--- src/rtl/conv_ofm_collector_if.sv ---
// Beat stream from the conv kernel into the collector, plus the OFM buffer write port.
// vld_i has no ready: a beat is transferred on every rising edge where vld_i=1, and ofm_we is a single-cycle write strobe.
interface conv_ofm_collector_if #(
    parameter int ACC_W = 20,
    parameter int AW    = 16
);
    logic                 vld_i;
    logic [4*ACC_W-1:0]   acc_i;
    logic                 ofm_we;
    logic [AW-1:0]        ofm_addr;
    logic [31:0]          ofm_wdata;

    modport mst (output vld_i, acc_i, input ofm_we, ofm_addr, ofm_wdata);
    modport slv (input vld_i, acc_i, output ofm_we, ofm_addr, ofm_wdata);
endinterface

--- src/rtl/conv_ofm_collector.sv ---
// Collects four-channel accumulator beats, descales/ReLUs/saturates them to int8 and
// writes packed words to the OFM buffer in raster order, tracking row/col and frame end.
module conv_ofm_collector #(
    parameter int IFM_WIDTH  = 16,
    parameter int IFM_HEIGHT = 16,
    parameter int ACC_W      = 20,
    parameter int SHIFT      = 12,
    parameter int AW         = 16
) (
    input  logic                  clk,
    input  logic                  rstn,
    input  logic                  start,
    input  logic                  relu_en,
    input  logic [AW-1:0]         ofm_base,
    conv_ofm_collector_if.slv     bus,
    output logic [15:0]           row_o,
    output logic [15:0]           col_o,
    output logic                  busy,
    output logic                  frame_done,
    output logic                  ovf_err,
    output logic [15:0]           sat_cnt,
    output logic [1:0]            state_o
);
    typedef enum logic [1:0] {S_IDLE = 2'd0, S_RUN = 2'd1, S_DRAIN = 2'd2, S_DONE = 2'd3} state_t;

    localparam logic signed [ACC_W-1:0] SAT_HI = ACC_W'(127);
    localparam logic signed [ACC_W-1:0] SAT_LO = ACC_W'(-128);

    state_t        state_q;
    logic [15:0]   row_q, col_q;
    logic [AW-1:0] pix_q, base_q;
    logic          relu_q, ovf_q, busy_q, done_q;

    logic          s1_vld_q, s1_last_q;
    logic [31:0]   s1_lane_q;
    logic [3:0]    s1_flag_q;
    logic [AW-1:0] s1_addr_q;

    logic          ofm_we_q, we_last_q;
    logic [31:0]   ofm_wdata_q;
    logic [AW-1:0] ofm_addr_q;
    logic [15:0]   sat_q;

    logic [7:0]    lane_d [4];
    logic [3:0]    flag_d;
    logic [2:0]    flag_cnt_d;
    logic [16:0]   sat_sum_d;
    logic [15:0]   sat_d;
    logic          accept_d, last_px_d, s2_fire_d;

    // A lane that lands on either int8 rail counts as clipped; a ReLU clamp to 0 does not.
    function automatic logic [8:0] lane_fn(input logic [ACC_W-1:0] acc, input logic relu);
        logic signed [ACC_W-1:0] t;
        t = $signed(acc) >>> SHIFT;
        if (relu && t[ACC_W-1]) t = '0;
        if (t >= SAT_HI) return {1'b1, 8'h7F};
        if (t <= SAT_LO) return {1'b1, 8'h80};
        return {1'b0, t[7:0]};
    endfunction

    always_comb begin
        flag_d = '0;
        for (int i = 0; i < 4; i++) begin
            lane_d[i] = '0;
            {flag_d[i], lane_d[i]} = lane_fn(bus.acc_i[i*ACC_W +: ACC_W], relu_q);
        end
        flag_cnt_d = 3'(s1_flag_q[0]) + 3'(s1_flag_q[1]) + 3'(s1_flag_q[2]) + 3'(s1_flag_q[3]);
        sat_sum_d  = 17'(sat_q) + 17'(flag_cnt_d);
        sat_d      = sat_sum_d[16] ? 16'hFFFF : sat_sum_d[15:0];
        accept_d   = bus.vld_i && !start && (state_q == S_RUN);
        last_px_d  = (row_q == 16'(IFM_HEIGHT - 1)) && (col_q == 16'(IFM_WIDTH - 1));
        // start kills whatever sits in stage 1 so an aborted frame never writes again.
        s2_fire_d  = s1_vld_q && !start;
    end

    always_ff @(posedge clk or negedge rstn) begin
        if (!rstn) begin
            s1_vld_q    <= 1'b0;
            s1_last_q   <= 1'b0;
            s1_lane_q   <= '0;
            s1_flag_q   <= '0;
            s1_addr_q   <= '0;
            ofm_we_q    <= 1'b0;
            we_last_q   <= 1'b0;
            ofm_wdata_q <= '0;
            ofm_addr_q  <= '0;
            sat_q       <= '0;
        end else begin
            s1_vld_q  <= accept_d;
            ofm_we_q  <= s2_fire_d;
            we_last_q <= s2_fire_d && s1_last_q;
            if (accept_d) begin
                s1_lane_q <= {lane_d[3], lane_d[2], lane_d[1], lane_d[0]};
                s1_flag_q <= flag_d;
                s1_addr_q <= base_q + pix_q;
                s1_last_q <= last_px_d;
            end
            if (s2_fire_d) begin
                ofm_wdata_q <= s1_lane_q;
                ofm_addr_q  <= s1_addr_q;
            end
            if (start)         sat_q <= '0;
            else if (s1_vld_q) sat_q <= sat_d;
        end
    end

    always_ff @(posedge clk or negedge rstn) begin
        if (!rstn) begin
            state_q <= S_IDLE;
            row_q   <= '0;
            col_q   <= '0;
            pix_q   <= '0;
            base_q  <= '0;
            relu_q  <= 1'b0;
            ovf_q   <= 1'b0;
            busy_q  <= 1'b0;
            done_q  <= 1'b0;
        end else begin
            done_q <= 1'b0;
            if (start) begin
                state_q <= S_RUN;
                row_q   <= '0;
                col_q   <= '0;
                pix_q   <= '0;
                base_q  <= ofm_base;
                relu_q  <= relu_en;
                ovf_q   <= 1'b0;
                busy_q  <= 1'b1;
            end else begin
                if (bus.vld_i && state_q != S_RUN) ovf_q <= 1'b1;
                case (state_q)
                    S_RUN: if (bus.vld_i) begin
                        pix_q <= pix_q + AW'(1);
                        if (col_q == 16'(IFM_WIDTH - 1)) begin
                            col_q <= '0;
                            row_q <= row_q + 16'd1;
                        end else begin
                            col_q <= col_q + 16'd1;
                        end
                        if (last_px_d) state_q <= S_DRAIN;
                    end
                    // busy stays up through the drain and drops together with frame_done.
                    S_DRAIN: if (we_last_q) begin
                        state_q <= S_DONE;
                        busy_q  <= 1'b0;
                        done_q  <= 1'b1;
                    end
                    S_DONE:  state_q <= S_IDLE;
                    default: ;
                endcase
            end
        end
    end

    assign bus.ofm_we    = ofm_we_q;
    assign bus.ofm_addr  = ofm_addr_q;
    assign bus.ofm_wdata = ofm_wdata_q;
    assign row_o         = row_q;
    assign col_o         = col_q;
    assign busy          = busy_q;
    assign frame_done    = done_q;
    assign ovf_err       = ovf_q;
    assign sat_cnt       = sat_q;
    assign state_o       = state_q;
endmodule
--- src/flat_wrapper.sv ---
// flat-port wrapper written by rule: the top's interface ports become plain ports
module conv_ofm_collector_flat 
#(
    parameter int IFM_WIDTH  = 16,
    parameter int IFM_HEIGHT = 16,
    parameter int ACC_W      = 20,
    parameter int SHIFT      = 12,
    parameter int AW         = 16
)
  (clk, rstn, start, relu_en, ofm_base, row_o, col_o, busy, frame_done, ovf_err, sat_cnt, state_o, bus_vld_i, bus_acc_i, bus_ofm_we, bus_ofm_addr, bus_ofm_wdata);
  conv_ofm_collector_if #(.ACC_W(ACC_W), .AW(AW)) bus_i ();
  input  logic clk;
  input  logic rstn;
  input  logic start;
  input  logic relu_en;
  input  logic [AW-1:0] ofm_base;
  output logic [15:0] row_o;
  output logic [15:0] col_o;
  output logic busy;
  output logic frame_done;
  output logic ovf_err;
  output logic [15:0] sat_cnt;
  output logic [1:0] state_o;
  input wire logic [$bits(bus_i.vld_i)-1:0] bus_vld_i;
  input wire logic [$bits(bus_i.acc_i)-1:0] bus_acc_i;
  output wire logic [$bits(bus_i.ofm_we)-1:0] bus_ofm_we;
  output wire logic [$bits(bus_i.ofm_addr)-1:0] bus_ofm_addr;
  output wire logic [$bits(bus_i.ofm_wdata)-1:0] bus_ofm_wdata;
  assign bus_i.vld_i = bus_vld_i;
  assign bus_i.acc_i = bus_acc_i;
  assign bus_ofm_we = bus_i.ofm_we;
  assign bus_ofm_addr = bus_i.ofm_addr;
  assign bus_ofm_wdata = bus_i.ofm_wdata;
  conv_ofm_collector #(.IFM_WIDTH(IFM_WIDTH), .IFM_HEIGHT(IFM_HEIGHT), .ACC_W(ACC_W), .SHIFT(SHIFT), .AW(AW)) u_core (.clk(clk), .rstn(rstn), .start(start), .relu_en(relu_en), .ofm_base(ofm_base), .bus(bus_i), .row_o(row_o), .col_o(col_o), .busy(busy), .frame_done(frame_done), .ovf_err(ovf_err), .sat_cnt(sat_cnt), .state_o(state_o));
endmodule
--- config.mk ---
export PLATFORM = sky130hd
export DESIGN_NAME = conv_ofm_collector_flat
export DESIGN_NICKNAME = d
export VERILOG_FILES = /design/src/rtl/conv_ofm_collector_if.sv /design/src/rtl/conv_ofm_collector.sv /design/src/flat_wrapper.sv
export SDC_FILE = /design/constraint.sdc
export NUM_CORES = 1
export LEC_CHECK = 0
export ABC_CLOCK_PERIOD_IN_PS = 6070
export CAP_MARGIN = 10
export CORE_MARGIN = 1.5
export CORE_UTILIZATION = 40
export DETAILED_ROUTE_END_ITERATION = 7
export GPL_TIMING_DRIVEN = 0
export PLACE_DENSITY = 0.62
export SLEW_MARGIN = 20
export SYNTH_ARGS = -nofsm -noshare
export SYNTH_HDL_FRONTEND = slang
export SYNTH_SLANG_ARGS = --single-unit
--- constraint.sdc ---
create_clock -name clk -period 6.07 [get_ports clk]
set_clock_uncertainty 0.1 [all_clocks]
set_input_delay 1.214 -clock clk [delete_from_list [all_inputs] [get_ports clk]]
set_output_delay 1.214 -clock clk [all_outputs]
set_load 0.03 [all_outputs]
== Yosys cells after proc, flatten, opt, wreduce, memory -nomap -nowiden ==
Cells that the tools add are included.

* Add/subtract/negate cells: 8
* Magnitude comparators: 8
* Eq/ne operators: 9
* Muxes and demuxes: 59
* Reductions and logical operators: 23

{| class="wikitable"
|+ Operators with widths
! kind !! number
|-
| 2-to-1 mux 16 bit || 14
|-
| 2-to-1 mux 9 bit || 16
|-
| greater-or-equal comparator 20 x 8 -> 1 bit, second input constant || 4
|-
| <= comparator 20 x 8 -> 1 bit, second input constant || 4
|-
| 2-to-1 mux 20 bit || 4
|-
| adder 16 x 1 -> 16 bit, second input constant || 3
|-
| equality test 16 x 4 -> 1 bit, second input constant || 2
|-
| 2-to-1 mux 1 bit || 20
|-
| adder 16 x 3 -> 17 bit || 1
|-
| adder 16 bit || 1
|-
| nonzero test 2 bit || 7
|-
| logical AND 1 bit || 10
|-
| 2-to-1 mux 2 bit || 4
|-
| adder 3 x 1 -> 3 bit || 2
|-
| != test 3 x 2 -> 1 bit, second input constant || 2
|-
| case mux 2 bit (3 select lines) || 1
|-
| equality test 2 bit, second input constant || 2
|-
| AND reduction 2 bit || 2
|-
| AND reduction 4 bit || 1
|-
| nonzero test 4 bit || 1
|-
| != test 3 bit, second input constant || 1
|-
| AND reduction 3 bit || 1
|-
| adder 1 x 1 -> 2 bit || 1
|-
| equality test 2 x 1 -> 1 bit, second input constant || 1
|-
| 2 further kinds || 2
|}

* Register bits: 190
* Input bits: 101
* Output and inout port bits: 102
* Word-level logic and storage cells: 126

== Depth between registers and ports, before layout ==
Gate-level depths: netlist of the first run.

* Depth in word-level cells: 7
* Gate-level depth with buffers: 15
* Gate-level depth less buffers: 13

== Worst setup path after synthesis of the first run ==
No wires, ideal clock.

* Path type: flip-flop to flip-flop
* Start point: reg u_core.s1_flag_q[0]
* End point: reg u_core.sat_q[5], in the netlist u_core.sat_cnt[5]
* Setup time: 81 ps
* Arrival: 2934 ps
* Required time: 5889 ps
* Setup slack: 2955 ps
* Stages on the path, launching flop included: 16
* Path buffers: 2
* Period minus slack after synthesis: 3115 ps
* Cell sequence: dfrtp_1 ha_1 inv_1 fa_1 inv_1 ha_1 inv_1 fa_1 nor2b_1 nor2_1 or4_4 buf_6 buf_8 o21ai_2 a21oi_2 nor3_2

* Longest elaborated chain between the ends: 7

{| class="wikitable"
|+ Ends and longest elaborated chain
! item !! line !! source
|-
| start: declaration || conv_ofm_collector.sv:36 || <nowiki>logic [3:0] s1_flag_q;</nowiki>
|-
| start signal: assignment || conv_ofm_collector.sv:94 || <nowiki>s1_flag_q <= flag_d;</nowiki>
|-
| adder 1 x 1 -> 2 bit || conv_ofm_collector.sv:67 || <nowiki>flag_cnt_d = 3'(s1_flag_q[0]) + 3'(s1_flag_q[1]) + 3'(s1_flag_q[2]) + 3'(s1_flag_q[3]);</nowiki>
|-
| adder 3 x 1 -> 3 bit (2 in a row) || conv_ofm_collector.sv:67 ||
|-
| adder 16 x 3 -> 17 bit || conv_ofm_collector.sv:68 || <nowiki>sat_sum_d = 17'(sat_q) + 17'(flag_cnt_d);</nowiki>
|-
| 2-to-1 mux 16 bit || conv_ofm_collector.sv:69 || <nowiki>sat_d = sat_sum_d[16] ? 16'hFFFF : sat_sum_d[15:0];</nowiki>
|-
| 2-to-1 mux 16 bit || conv_ofm_collector.sv:103 || <nowiki>else if (s1_vld_q) sat_q <= sat_d;</nowiki>
|-
| 2-to-1 mux 16 bit || conv_ofm_collector.sv:102 || <nowiki>if (start) sat_q <= '0;</nowiki>
|-
| end signal: assignment || conv_ofm_collector.sv:103 ||
|-
| end: declaration || conv_ofm_collector.sv:42 || <nowiki>logic [15:0] sat_q;</nowiki>
|}

Every way passes these cells. The select of a mux whose other input is x is not followed.
A chain may end at the register's enable or synchronous reset.

== Final worst setup path of the first run ==
* Start point: in bus_vld_i
* End point: reg u_core.s1_lane_q[6]

* Longest elaborated chain between the ends: 2

{| class="wikitable"
|+ Ends and longest elaborated chain
! item !! line !! source
|-
| start: declaration || flat_wrapper.sv:24 || <nowiki>input wire logic [$bits(bus_i.vld_i)-1:0] bus_vld_i;</nowiki>
|-
| logical AND 1 bit (2 in a row) || conv_ofm_collector.sv:70 || <nowiki>accept_d = bus.vld_i && !start && (state_q == S_RUN);</nowiki>
|-
| net u_core.accept_d || conv_ofm_collector.sv:49 || <nowiki>logic accept_d, last_px_d, s2_fire_d;</nowiki>
|-
| end signal: assignment || conv_ofm_collector.sv:93 || <nowiki>s1_lane_q <= {lane_d[3], lane_d[2], lane_d[1], lane_d[0]};</nowiki>
|-
| end: declaration || conv_ofm_collector.sv:35 || <nowiki>logic [31:0] s1_lane_q;</nowiki>
|}

The timed path passes the listed nets, and every way through them passes these cells.

==> flow_metrics.tcl, run 1 <==
set metrics [dict create \
    final_cell_count_no_fill 1315 \
    start_kind "input pin" \
    port_buffers 153 \
    syn_nets 975 \
    power_density_nw_per_um2 293.8 \
    grt_pass1_vias 6726 \
    postCtsSetupBuffers 0 \
    yosysMostFrequentCell "dfrtp_1" \
    rsz0062_at_grt "false" \
    clk_pin_slew_worst_paths_ns 0.08 \
    place_inst 1282 \
    gp_congestion 0.8383 \
    drt_wl_total_um 21490 \
    fp.dieW_um 152.8 \
    nNetsFinal 1148 \
    ys_top_cells_by_count "dfrtp_1 (190), nor2_1 (110), nand2_1 (88)" \
    p_leak_nw 4.935 \
    detail-route-antenna-nets 0 \
    clk_path_buf_depth 2 \
    post_drt_via_cell_ratio 5.218 \
    fillers 2070 \
    synth_edf_count 0 \
    synthDistinctLibCells 61 \
    r2r_slack_ns 2.72 \
    grt_max_degree 97 \
    clock_latency_ns 0.44 \
    cts.sinks 190 \
    hold_path.class "flop to flop" \
    wl_per_cell_um 16.34 \
    critical_path_class "input pin to flop" \
    final_max_slew_viol_count 0 \
    ys_seq_area_share_pct 53.00 \
    synthArstFlopShare_pct 100.0 \
    root_buffer "clkbuf_16" \
    crit_arrival_ns 3.70 \
    synth_area_um2 8971 \
    slew_headroom_pct 50.07 \
    synth-warning-count 0 \
    hpwlAfterDp_um 15580 \
    hold_viol_final 0 \
    cts_resized 0 \
    grt_pass1_wl_um 35440 \
    cts_tree "built" \
    initial_core_util_pct 40.98 \
    peakVddDrop_mv 0.1830 \
    fp-row-count 54 \
    drtPass1Iterations 4 \
    hold_slack_ns 0.3665 \
    vias 6862 \
    crit_fanout 10 \
    first_iter_violations 353 \
    status "finished clean" \
    fin_crit_ns 3.423 \
    ys_ff_latch 190 \
    globalRouteOverflowTotal 0 \
    antenna_found_initial 1 \
    seq_area_um2 4755 \
    fin_tns_setup_ns 0 \
    drcViolationCount 0 \
    hold_buffers 0 \
    yosysTopAreaCellShare_pct 53.00 \
    drive_gt1_share_pct 11.70 \
    cts_buffers 17 \
    required_ns 6.35 \
    grt_usage_pct 18.80 \
    multi_input_area_um2 3990 \
    fmax_mhz 292.1 \
    htreeDepth 4 \
    die_h_um 152.8 \
    dieArea_um2 23340 \
    critPathCaptureType "flop" \
    min_period_over_period_pct 56.40 \
    synthFlopType "dfrtp_1" \
    drv_cap 0 \
    core_um2 21890 \
    top_level_ports 203 \
    finalSetupViolations 0 \
    avgSynthCellArea_um2 10.58 \
    area_growth_pct 28.16 \
    worst_pin_slew_ns 0.7490 \
    synthCells 848 \
    synth_top_cell_by_area "dfrtp_1" \
    synth_area_leaders "dfrtp_1 (53%), mux2_2 (8.0%), nor2_1 (4.6%), xor2_1 (3.7%), nand2_1 (3.7%)" \
]
registers in the layout, indices dropped and copies added, names as in the netlist, 4 cells and up:
signal / cells
u_core.s1_addr_q: 16
u_core.s1_flag_q: 4
u_core.bus.ofm_addr: 16
u_core.bus.ofm_wdata: 32
u_core.sat_cnt: 16
u_core.s1_lane_q: 32
u_core.pix_q: 16
u_core.col_o: 16
u_core.row_o: 16
u_core.base_q: 16
kinds of logic after synthesis:
group / Yosys count / synth area share [%]
compound gates: 118 / 8.382
xor+xnor: 54 / 5.272
fa+ha+maj: 26 / 3.877
buf+inv: 53 / 2.524
flops: 190 / 53.00
mux: 67 / 8.368
simple gates: 340 / 18.58
routing by layer:
| metal | wire length (um) | vias to the layer above | part of all wire, % | track usage [%] |
|---|---|---|---|---|
| met4 | 359 | 0 | 1.7 | 5.769 |
| li1 | - | 3318 | - | - |
| met2 | 10190 | 148 | 47 | 30.35 |
| met1 | 10140 | 3376 | 47 | 26.09 |
| met3 | 800 | 20 | 3.7 | 2.901 |
| met5 | 0 | - | 0 | 0 |
final timing paths:
check / cells past startpoint / start / to
max in group asynchronous: 2 / rstn / u_core.s1_vld_q
worst max-delay path: 9 / bus_vld_i / u_core.s1_lane_q[6]
worst max register to register: 15 / u_core.s1_flag_q[1] / u_core.sat_cnt[5]
min in group asynchronous: 1 / rstn / u_core.col_o[6]
worst min register to register: 2 / u_core.s1_lane_q[16] / u_core.s1_lane_q[16]
worst min-delay path: 2 / u_core.s1_lane_q[16] / u_core.s1_lane_q[16]
cell usage in the layout (no fill, tap or decap), types with 5 or more instances in the layout:
cell,n
dfrtp_1,190
inv_8,6
or3_1,5
or4_1,5
xnor2_1,16
clkinv_8,5
xor2_1,38
o31ai_1,5
nand4_1,21
nor2b_1,8
nor3_1,15
nor2_1,110
a21o_1,7
o21ai_0,32
clkbuf_1,27
mux2_2,64
and3_1,14
ha_1,23
a21oi_1,37
a211oi_1,9
clkdlybuf4s50_1,152
clkbuf_16,17
nand3_1,31
a31oi_1,5
nand2b_1,8
nand2_1,88
and4_1,5
inv_1,17
report_power, final:
group          switching (W)  internal, W
clock network       0.000576     0.000564
registers          0.0000885      0.00142
logic               0.000406     0.000325
total                0.00107      0.00231
per-stage QoR:
stage	area (um2)	setup slack, ns	util [%]	power, W
after floorplan	8971	2.955	-	0.001929
after global placement	10850	-4.440	49.58	0.002259
after detailed placement	10890	2.152	49.73	0.002273
after CTS	11490	2.609	52.51	0.003415
after global routing	11500	2.442	52.52	0.003536
final	11500	2.647	52.52	0.003377
area by class of cell:
class | count | share of cell area, %
Sequential cell | 190 | 41.35
Tap cell | 280 | 3.047
Multi-Input combinational cell | 605 | 34.70
Clock buffer | 17 | 3.700
Buffer | 35 | 1.382
Clock inverter | 15 | 1.600
Antenna cell | 1 | 0.02177
Timing Repair Buffer | 154 | 13.60
Inverter | 18 | 0.5877
worst max-delay path, cell delays in order:
cell and delay (ns):
clkdlybuf4s50_1 0.54, and3b_1 0.18, clkbuf_1 0.44, nand2b_1 0.09
buf_2 0.19, clkinv_1 0.25, buf_1 0.50, nand3_1 0.17
nand2_1 0.11
Note: power is estimated with default switching activity, not from simulation.
==> run 2, diff against run 1 <==
Settings changed: ABC_CLOCK_PERIOD_IN_PS 6070 to 3400.
Clock period 6.07 ns to 3.4 ns, I/O delays scaled along.
==> run 2 against run 1 <==
Critical path depth grew 4. Count of clock-buffer cells in the layout is the same. Sequential power grew 78%. Combinational power grew 79%. Flip-flop and latch count is the same. Critical path type is now flop to flop. Largest cell class unchanged.
==> flow_metrics.tcl, run 2 (same netlist as run 1, synthesis figures left out) <==
set metrics [dict create \
    status "finished clean" \
    cp_slowest_cell "or4_4" \
    worst_pin_slew_ns 0.7455 \
    finalSetupViolations 0 \
    swShare_pct 31.71 \
    post-place-ws_ns 0.01584 \
    postCtsSetupBuffers 0 \
    top_level_ports 203 \
    wl_per_cell_um 16.36 \
    hold_slack_ns 0.1538 \
    timing.rr.end "u_core.sat_cnt[0]" \
    drt_wl_total_um 21510 \
    antenna_found_initial 1 \
    hold_viol_final 0 \
    min_period_over_period_pct 95.49 \
    slew_headroom_pct 50.30 \
    rr_startpoint "u_core.s1_flag_q[1]" \
    hold_buffers 0 \
    max_stage_delay_ns 0.50 \
    globalRouteOverflowTotal 0 \
    post_drt_via_cell_ratio 5.244 \
    critPathLaunch "u_core.s1_flag_q[1]" \
    critical_path_class "flop to flop" \
    p_total_w 0.006035 \
    cpMostUsedCell "inv_1" \
    top_layer_used "met4" \
    vias 6896 \
    drcViolationCount 0 \
    grt_usage_pct 18.80 \
    final_max_slew_viol_count 0 \
    dr_wl_met3_um 781 \
    crit_arrival_ns 3.49 \
    fillers 2068 \
    power_density_nw_per_um2 524.0 \
    start_kind "flop" \
    p_switching_w 0.001914 \
    wl_met2_um 10240 \
    p_seq_share_pct 44.6 \
    cp.depth 13 \
    rsz0062_at_grt "false" \
    drv_cap 0 \
    fp.dieW_um 152.8 \
    fmax_mhz 308.0 \
    seq_area_um2 4755 \
    cts.sinks 190 \
    hpwlAfterDp_um 15580 \
    die_h_um 152.8 \
    cts_tree "built" \
    crit_chain "ha_1 -> inv_1 -> fa_1 -> inv_1 -> ha_2 -> inv_1 -> fa_2 -> nor2b_2 -> nor2_1 -> or4_4 -> buf_6 -> buf_8 -> a311oi_2" \
    power_frac_comb_pct 21.7 \
    place_inst 1282 \
    grt_pass1_wl_um 35440 \
    area_growth_pct 28.40 \
    gp_congestion 0.8383 \
    cts_buffers 17 \
    drtPass1Iterations 5 \
    layout_commonest_cell "dfrtp_1" \
    multi_input_area_um2 4011 \
    clk_path_buf_depth 2 \
    port_buffers 153 \
    path_buf_inv 5 \
    detail-route-antenna-nets 0 \
    fin_crit_ns 3.247 \
    htreeDepth 4 \
    final_cell_count_no_fill 1315 \
    ff2ff_path_depth 13 \
    grt_max_degree 97 \
    peakVddDrop_mv 0.3253 \
    design_area_um2 11520 \
    p_leak_nw 4.938 \
    wl_met1_um 10130 \
    critPathCaptureType "flop" \
    r2r_slack_ns 0.15 \
    drive_gt1_share_pct 12.28 \
    grt_pass1_vias 6726 \
    clk_pin_slew_worst_paths_ns 0.08 \
    first_iter_violations 375 \
    nNetsFinal 1148 \
    critPathTopFamily "adder cells" \
    place_area_um2 10890 \
    fp-row-count 54 \
    pwr-share-clk_pct 33.7 \
    dieArea_um2 23340 \
    core_um2 21890 \
    initial_core_util_pct 40.98 \
    crit_end "u_core.sat_cnt[0]" \
    final_cell_mix "dfrtp_1 (190), clkdlybuf4s50_1 (152), nor2_1 (110)" \
    layout_setup_ws_ns 0.1533 \
    crit_fanout 10 \
    required_ns 3.64 \
    root_buffer "clkbuf_16" \
    p_int_w 0.004121 \
    clock_latency_ns 0.43 \
    hold_path.class "input pin to async pin" \
]
==> run 2: changes by cell type in the layout (fill, tap and decap cells not counted) <==
cell	previous run	this run
a211oi_1	9	8
a211oi_2	0	1
a21oi_1	37	36
a21oi_2	1	2
fa_1	3	2
fa_2	0	1
ha_1	23	22
ha_2	0	1
nor2b_1	8	7
nor2b_2	0	1
nor3_1	15	14
nor3_2	3	4
==> run 2: how the worst min path moves through the flow <==
stage / end / slack, ns
after CTS: u_core.col_o[8] / 0.19
after global routing: u_core.col_o[8] / 0.21
after global placement: u_core.s1_lane_q[28] / 0.35
final: u_core.col_o[6] / 0.15
after floorplan: u_core.base_q[0] / 0.28
after detailed placement: u_core.s1_lane_q[16] / 0.35
==> run 2: stage by stage <==
stage / TNS (ns) / util [%]
2_1_floorplan: 0 / -
3_3_place_gp: -1243.67 / 49.58
3_5_place_dp: 0 / 49.73
4_1_cts: 0 / 52.51
5_1_grt: 0 / 52.62
6_report: 0 / 52.62
==> run 2: cell type report <==
type	count	area share (%)
flip-flops and latches	190	41.28
clock buffers	17	3.693
plain buffers	35	1.380
inverters	18	0.5866
well taps	280	3.042
multi-input cells	605	34.83
repair buffers	154	13.58
clock inverters	15	1.597
diodes	1	0.02173
==> run 2: power by group through the flow <==
| stage | Combinational [W] | Sequential, W | Clock, W |
|---|---|---|---|
| 5_1_grt | 0.00141 | 0.00273 | 0.00218 |
| 2_1_floorplan | 0.000425 | 0.00302 | 0 |
| 3_5_place_dp | 0.00132 | 0.00274 | 0 |
| 6_report | 0.00131 | 0.00269 | 0.00203 |
| 4_1_cts | 0.00132 | 0.00269 | 0.00208 |
| 3_3_place_gp | 0.00130 | 0.00273 | 0 |
==> run 2: worst reg2reg max path, stage by stage, from the launching register on <==
cell and delay, ns:
dfrtp_1 0.41, ha_1 0.28, inv_1 0.04, fa_1 0.42, inv_1 0.08, ha_2 0.18
inv_1 0.05, fa_2 0.35, nor2b_2 0.13, nor2_1 0.06, or4_4 0.50, buf_6 0.15
buf_8 0.14, a311oi_2 0.26
==> run 2: layer usage <==
layer | vias to the layer above | track usage (%)
li1 | 3320 | -
met1 | 3394 | 26.09
met2 | 162 | 30.35
met3 | 20 | 2.901
met4 | 0 | 5.769
met5 | - | 0
==> run 2: timing repair <==
item | in CTS | in global routing
endpoints found under the hold margin | 0 | 0
gates resized for setup | 0 | 6
endpoints found under the setup margin | 0 | 13
